$ cat src/rtl/s3g_gpio_bank.sv
// N-channel programmable output bank: static, counter slice, one-shot pulse and square wave.
// Define GPIO_BANK_READBACK_EN to enable the registered {mode, arg} readback port.
module s3g_gpio_bank #(
  parameter int unsigned CHANNELS = 8,
  parameter int unsigned WIDTH    = 14,
  parameter int unsigned CNT_BITS = 32,
  parameter int unsigned SEL_BITS = 5
) (
  input  logic                      clk,
  input  logic                      rst,
  input  logic                      cfg_wr,
  input  logic [SEL_BITS-1:0]       cfg_sel,
  input  logic [31:0]               cfg_data,
  output logic [CHANNELS*WIDTH-1:0] out_bus,
  output logic [CHANNELS-1:0]       busy,
  input  logic [SEL_BITS-1:0]       rd_sel,
  output logic [31:0]               rd_data
);

  typedef enum logic [1:0] {
    M_STATIC = 2'd0,
    M_SLICE  = 2'd1,
    M_PULSE  = 2'd2,
    M_SQUARE = 2'd3
  } mode_t;

  logic [CNT_BITS-1:0]       cnt_q;
  mode_t                     mode_q  [CHANNELS];
  mode_t                     mode_d  [CHANNELS];
  logic [29:0]               arg_q   [CHANNELS];
  logic [29:0]               arg_d   [CHANNELS];
  logic [29:0]               timer_q [CHANNELS];
  logic [29:0]               timer_d [CHANNELS];
  logic [CHANNELS-1:0]       phase_q, phase_d;
  logic [CHANNELS*WIDTH-1:0] out_q, out_d;
  logic [CHANNELS-1:0]       busy_q, busy_d;

  // Bits of the slice that fall above the counter's MSB shift in as zero.
  function automatic logic [WIDTH-1:0] slice_of(input logic [CNT_BITS-1:0] c,
                                                 input logic [4:0] s);
    logic [CNT_BITS+WIDTH-1:0] ext;
    ext = {{WIDTH{1'b0}}, c} >> s;
    return ext[WIDTH-1:0];
  endfunction

  always_ff @(posedge clk) begin
    if (rst) begin
      cnt_q   <= '0;
      phase_q <= '0;
      out_q   <= '0;
      busy_q  <= '0;
      for (int unsigned ch = 0; ch < CHANNELS; ch++) begin
        mode_q[ch]  <= M_STATIC;
        arg_q[ch]   <= '0;
        timer_q[ch] <= '0;
      end
    end else begin
      cnt_q   <= cnt_q + CNT_BITS'(1);
      phase_q <= phase_d;
      out_q   <= out_d;
      busy_q  <= busy_d;
      for (int unsigned ch = 0; ch < CHANNELS; ch++) begin
        mode_q[ch]  <= mode_d[ch];
        arg_q[ch]   <= arg_d[ch];
        timer_q[ch] <= timer_d[ch];
      end
    end
  end

  // A write overrides the timer/phase advance, so a rewrite restarts cleanly.
  always_comb begin
    phase_d = phase_q;
    for (int unsigned ch = 0; ch < CHANNELS; ch++) begin
      mode_d[ch]  = mode_q[ch];
      arg_d[ch]   = arg_q[ch];
      timer_d[ch] = timer_q[ch];
      case (mode_q[ch])
        M_PULSE: begin
          if (timer_q[ch] < arg_q[ch]) timer_d[ch] = timer_q[ch] + 30'd1;
        end
        M_SQUARE: begin
          if (timer_q[ch] == arg_q[ch]) begin
            timer_d[ch] = '0;
            phase_d[ch] = ~phase_q[ch];
          end else begin
            timer_d[ch] = timer_q[ch] + 30'd1;
          end
        end
        default: ;
      endcase
      if (cfg_wr && (cfg_sel == SEL_BITS'(ch))) begin
        mode_d[ch]  = mode_t'(cfg_data[31:30]);
        arg_d[ch]   = cfg_data[29:0];
        timer_d[ch] = '0;
        phase_d[ch] = 1'b0;
      end
    end
  end

  always_comb begin
    out_d  = '0;
    busy_d = '0;
    for (int unsigned ch = 0; ch < CHANNELS; ch++) begin
      case (mode_q[ch])
        M_STATIC: out_d[ch*WIDTH +: WIDTH] = arg_q[ch][WIDTH-1:0];
        M_SLICE:  out_d[ch*WIDTH +: WIDTH] = slice_of(cnt_q, arg_q[ch][4:0]);
        M_PULSE: begin
          if (timer_q[ch] < arg_q[ch]) begin
            busy_d[ch]                 = 1'b1;
            out_d[ch*WIDTH +: WIDTH]   = '1;
          end
        end
        M_SQUARE: begin
          if (phase_q[ch]) out_d[ch*WIDTH +: WIDTH] = '1;
        end
        default: ;
      endcase
    end
  end

  assign out_bus = out_q;
  assign busy    = busy_q;

`ifdef GPIO_BANK_READBACK_EN
  logic [31:0] rd_q, rd_d;

  always_comb begin
    rd_d = '0;
    for (int unsigned ch = 0; ch < CHANNELS; ch++) begin
      if (rd_sel == SEL_BITS'(ch)) rd_d = {mode_q[ch], arg_q[ch]};
    end
  end

  always_ff @(posedge clk) begin
    if (rst) rd_q <= '0;
    else     rd_q <= rd_d;
  end

  assign rd_data = rd_q;
`else
  logic unused_rd_sel;
  assign unused_rd_sel = ^rd_sel;
  assign rd_data       = '0;
`endif

endmodule

$ cat config.mk
export PLATFORM = sky130hd
export DESIGN_NAME = s3g_gpio_bank
export DESIGN_NICKNAME = d
export VERILOG_FILES = /design/src/rtl/s3g_gpio_bank.sv
export SDC_FILE = /design/constraint.sdc
export NUM_CORES = 2
export LEC_CHECK = 0
export BUFFER_PORTS_ARGS = -buffer_cell sky130_fd_sc_hd__buf_2
export CAP_MARGIN = 10
export CELL_PAD_IN_SITES_DETAIL_PLACEMENT = 2
export CELL_PAD_IN_SITES_GLOBAL_PLACEMENT = 2
export CORE_MARGIN = 2
export CORE_UTILIZATION = 38
export CTS_CLUSTER_SIZE = 10
export DETAILED_ROUTE_END_ITERATION = 10
export GPL_TIMING_DRIVEN = 0
export PLACE_DENSITY = 0.89
export SYNTH_ARGS = -nofsm -noshare
export SYNTH_HDL_FRONTEND = slang
export SYNTH_SLANG_ARGS = --single-unit
$ cat constraint.sdc
create_clock -name clk -period 4.4 [get_ports clk]
set_clock_uncertainty 0.2 [all_clocks]
set_input_delay 0.22 -clock clk [delete_from_list [all_inputs] [get_ports clk]]
set_output_delay 0.22 -clock clk [all_outputs]
set_load 0.01 [all_outputs]
* Word level (Yosys, flattened, before mapping) *
Memory sizes are Yosys's and may differ from the RTL's.
Index checks and enable logic that the tools add are counted.

cells by class
  add/sub/neg operators = 9
  magnitude comparators = 8
  equality and inequality tests = 39
  shifts and indexed selects = 8
  muxes and demuxes = 107
  bitwise operators = 40
  reduce and logical (&&, ||, !) cells = 41

operator list
  cell                     number
  $mux W30                 48
  $pmux W30 S2             8
  $pmux W14 S4             8
  $shr A32 B5 Y14          8
  $add A30 B1 Y30 const B  8
  $eq A30 B30 Y1           8
  $lt A30 B30 Y1           8
  $mux W14                 16
  $add A32 B1 Y32 const B  1
  $eq A2 B2 Y1 const B     16
  $mux W2                  16
  $reduce_or A2 Y1         16
  $or A1 B1 Y1             24
  $eq A5 B3 Y1 const B     4
  $eq A2 B1 Y1 const B     8
  $logic_not A2 Y1         8
  $not A1 Y1               16
  $reduce_and A2 Y1        8
  $mux W1                  11
  $eq A5 B2 Y1 const B     2
  $logic_and A1 B1 Y1      8
  $eq A5 B1 Y1 const B     1
  $logic_not A5 Y1         1

word-level totals
  bits in registers = 160
  RAM bits = 496
  bits of input ports = 45
  output and inout port bits = 152
  word-level logic and storage cells = 273
  memories = 3

memories
  memory   words  bits a word  read ports  clocked after Yosys merged registers in  wr ports  RTL line  text
  arg_q    8      30           8           0                                        8         30        logic [29:0] arg_q [CHANNELS];
  timer_q  8      30           8           0                                        8         32        logic [29:0] timer_q [CHANNELS];
  mode_q   8      2            8           0                                        8         28        mode_t mode_q [CHANNELS];

* Longest topological paths before layout *
An unclocked memory read counts as a cell.

  word-level depth = 6
  gate-level depth with buffers = 14
  gate-level depth less buffers = 9

* Worst setup path before layout *
Ideal clock, no wire load.

  path type = flip-flop to flip-flop
  start = mem arg_q[7][3], in the netlist arg_q[0][213]
  end = mem timer_q[7][27], in the netlist timer_q[1][117]
  setup time = 70 ps
  arrival time = 2956 ps
  required time = 4130 ps
  slack = 1174 ps
  cell stages (with the launch flop) = 13
  path buffers = 3
  clock period less this slack = 3226 ps
  path through = dfxtp_1 clkbuf_1 inv_1 clkbuf_1 ha_1 a21o_1 a21o_1 a221oi_2 o211ai_2 a21o_1 buf_2 or4_1 a21oi_1

RTL lines
  element             RTL line
  start: declaration  30
  end: declaration    32

==> impl_results.md <==
* Outcome: finished, violations left
* Failing checks: negative setup slack
* Seq/Total Area, Yosys at 0.295
* Share of power burned in registers at 0.424
* Layout cells sized above 1 at 0.125
* Lkg Pwr at 0.0180 uW
* Number of H-tree levels at 3
* Tcrit/Tclk final at 1.02
* Worst-path clk slew at 70 ps
* Post-route cell area at 0.0504 mm^2
* Die X at 347 um
* First-pass GRT wire length at 340000 um
* Max-cap violations at 0
* Placed inst area at 0.0473 mm^2
* CP Launch Type: flip-flop
* Port Buffers at 125
* Final nets at 6132
* CTS tree: yes
* Root Buffer: clkbuf_16
* Most frequent cells in the layout: 935 x nand2_1, 656 x dfxtp_1, 599 x a21oi_1
* Setup ws final at -107 ps
* Mapped Cells at 5562
* Pre-Repair DR Iteration Count at 9
* Vias in the first global route at 51300
* Hold path endpoint: mode_q[0][7]
* Final Wtd Congestion at 1.02
* Worst Hold Class: in2reg
* Area Overhead vs Synth at 13.0%
* Post-Syn Area at 0.0446 mm^2
* Slew Viols, Final at 0
* Die Height at 347 um
* Antenna Nets Post-Route at 0
* Clk buf depth at 3
* FFs w/ async S/R, synth at 0
* Num CTS Buffers at 84
* Req. time, crit path at 4730 ps
* Synth Register Bits at 656
* Synth warn at 0
* Critical Path AT at 4840 ps
* Core area at 0.116 mm^2
* Final WL at 232000 um
* HP Start: cfg_sel[3]
* P_int at 10400 uW
* Site Rows at 125
* Placed Cells at 7245
* DIE AREA at 0.120 mm^2
* Filler cell count at 13200
* Post-DR wirelength/cell at 31.2 um
* Post-synth EDFFs at 0
* Hold Path Depth at 5
* Final setup viols at 1
* Peak VDD IR at 0.291 mV
* Worst r2r dst: out_bus[100]
* CTS sink cnt at 656
* Worst reg2reg path depth at 11
* Grt total ovfl at 0
* DR vias at 49000
* Clock power frac at 0.510
* Slew @ Worst Pin at 1460 ps
* Sw frac at 0.266
* Critical path type: reg2reg
* Post-route DRC at 0
* Final hold vios at 0
* CP endpoint kind: flip-flop
* Gr usage total at 0.372
* Net Sw Power at 3770 uW
* Gate power share at 0.066
* Clk_lat worst skew at 730 ps
* FMAX at 222 MHz
* Synth cell types at 100
* Most common cell after layout, fill and taps aside: nand2_1
* Largest net degree at the start of global routing at 12
* Avg Cell Area, Syn at 8.02 um^2
* Max-slew headroom at 0.0260
* Initial antenna violation count at 20
* Initial detailed-routing violation count at 5131
* Vias per Instance at 6.60
* R2R Path Start: arg_q[0][212]
* Flop-to-flop setup slack at -110 ps
* Worst Path Max Fanout at 10
* P per Cell Area at 281 mW/mm^2
* HPWL Detailed at 157000 um
* Top-level I/O count at 197
* Final non-filler cell total at 7425
* Post-layout minimum cycle time at 4510 ps
* Top FF cell, synth: dfxtp_1
* Starting Density at 0.383
power by group through the flow:
stage	Clock [uW]	Sequential (uW)	Combinational (uW)
final	7220	6000	933
after global routing	7470	6000	944
after CTS	7210	6000	880
after detailed placement	0	6130	842
after global placement	0	6130	815
after floorplan	0	6120	444
worst max-delay path by stage:
stage	from	end	slack [ps]	cells past startpoint
after floorplan	arg_q[0][213]	timer_q[1][117]	1170	12
after global placement	rst	cnt_q[29]	-1730	6
after detailed placement	arg_q[0][154]	out_bus[75]	200	11
after CTS	arg_q[0][213]	out_bus[111]	80	12
after global routing	arg_q[0][212]	out_bus[100]	-220	11
final	arg_q[0][212]	out_bus[100]	-110	11
worst max-delay path, stage by stage, from the launching register on:
cell and delay (ps):
dfxtp_1 610, inv_1 210, buf_1 340, ha_1 300
a21o_1 170, a21o_1 200, a221oi_2 380, o211ai_2 380
a31oi_2 420, nor2_1 180, clkbuf_1 330, a211oi_1 610
sequential cells by signal, indices dropped and copies added (netlist names):
signal,flops
arg_q,240
busy,8
cnt_q,32
mode_q,16
out_bus,112
phase_q,8
timer_q,240
synth_stat cells, types with 48 or more instances:
master,number,area [um^2]
a211oi_1,62,465
a21o_1,72,541
a21oi_1,600,3000
a221oi_1,100,876
and3_1,71,444
buf_2,83,415
buf_4,69,518
clkbuf_1,321,1200
dfxtp_1,656,13100
ha_1,249,3120
inv_1,324,1220
mux2_2,81,912
mux2i_1,157,1570
mux4_2,157,3540
nand2_1,935,3510
nand2b_1,59,369
nand3_1,136,681
nand4_1,96,601
nor2_1,316,1190
nor3_1,56,280
o211ai_1,60,450
o21ai_0,151,756
o22ai_1,52,325
o31ai_1,72,541
or3_1,48,300
or4_1,91,683
cell families after synthesis:
family | Yosys count | share of synthesized area
simple gates | 2012 | 0.216
buf+inv | 823 | 0.0780
fa+ha+maj | 249 | 0.0699
xor+xnor | 50 | 0.00982
other cells | 1 | 0.0000841
flops | 656 | 0.295
mux | 395 | 0.135
compound gates | 1376 | 0.197
layer usage:
metal | up-vias | share of wire | GRT usage
li1 | 20500 | - | -
met1 | 24700 | 0.38 | 0.442
met2 | 2801 | 0.44 | 0.584
met3 | 991 | 0.093 | 0.0980
met4 | 18 | 0.079 | 0.260
met5 | - | 0.00060 | 0.00280
timing repair:
action,CTS,global route
setup endpoints to repair,0,48
buffers inserted,0,0
hold buffers,36,0
resized for setup,0,10
hold endpoints to repair,256,0
through the flow:
step                worst slack, ps  hold slack (ps)  utilization  power (uW)  TNS, ps
finish                         -107             47.4        0.433       14200     -107
detailed placement              199              249        0.406        6970        0
CTS                            81.2             30.9        0.433       14100        0
global route                   -223              139        0.433       14400    -1020
global placement              -1730              241        0.406        6940   -79280
floorplan                      1170              236            -        6570        0
area by class of cell:
type,count,area (um^2),share of cell area
repair buffers,164,1030,0.0205
clock buffers,119,2450,0.0486
multi-input cells,4114,28100,0.559
inverters,335,1260,0.0250
clock inverters,14,226,0.00449
plain buffers,483,2210,0.0438
well taps,1524,1910,0.0378
diodes,16,40.0,0.000794
flip-flops and latches,656,13100,0.261
Power figures use the tool's default switching activity.
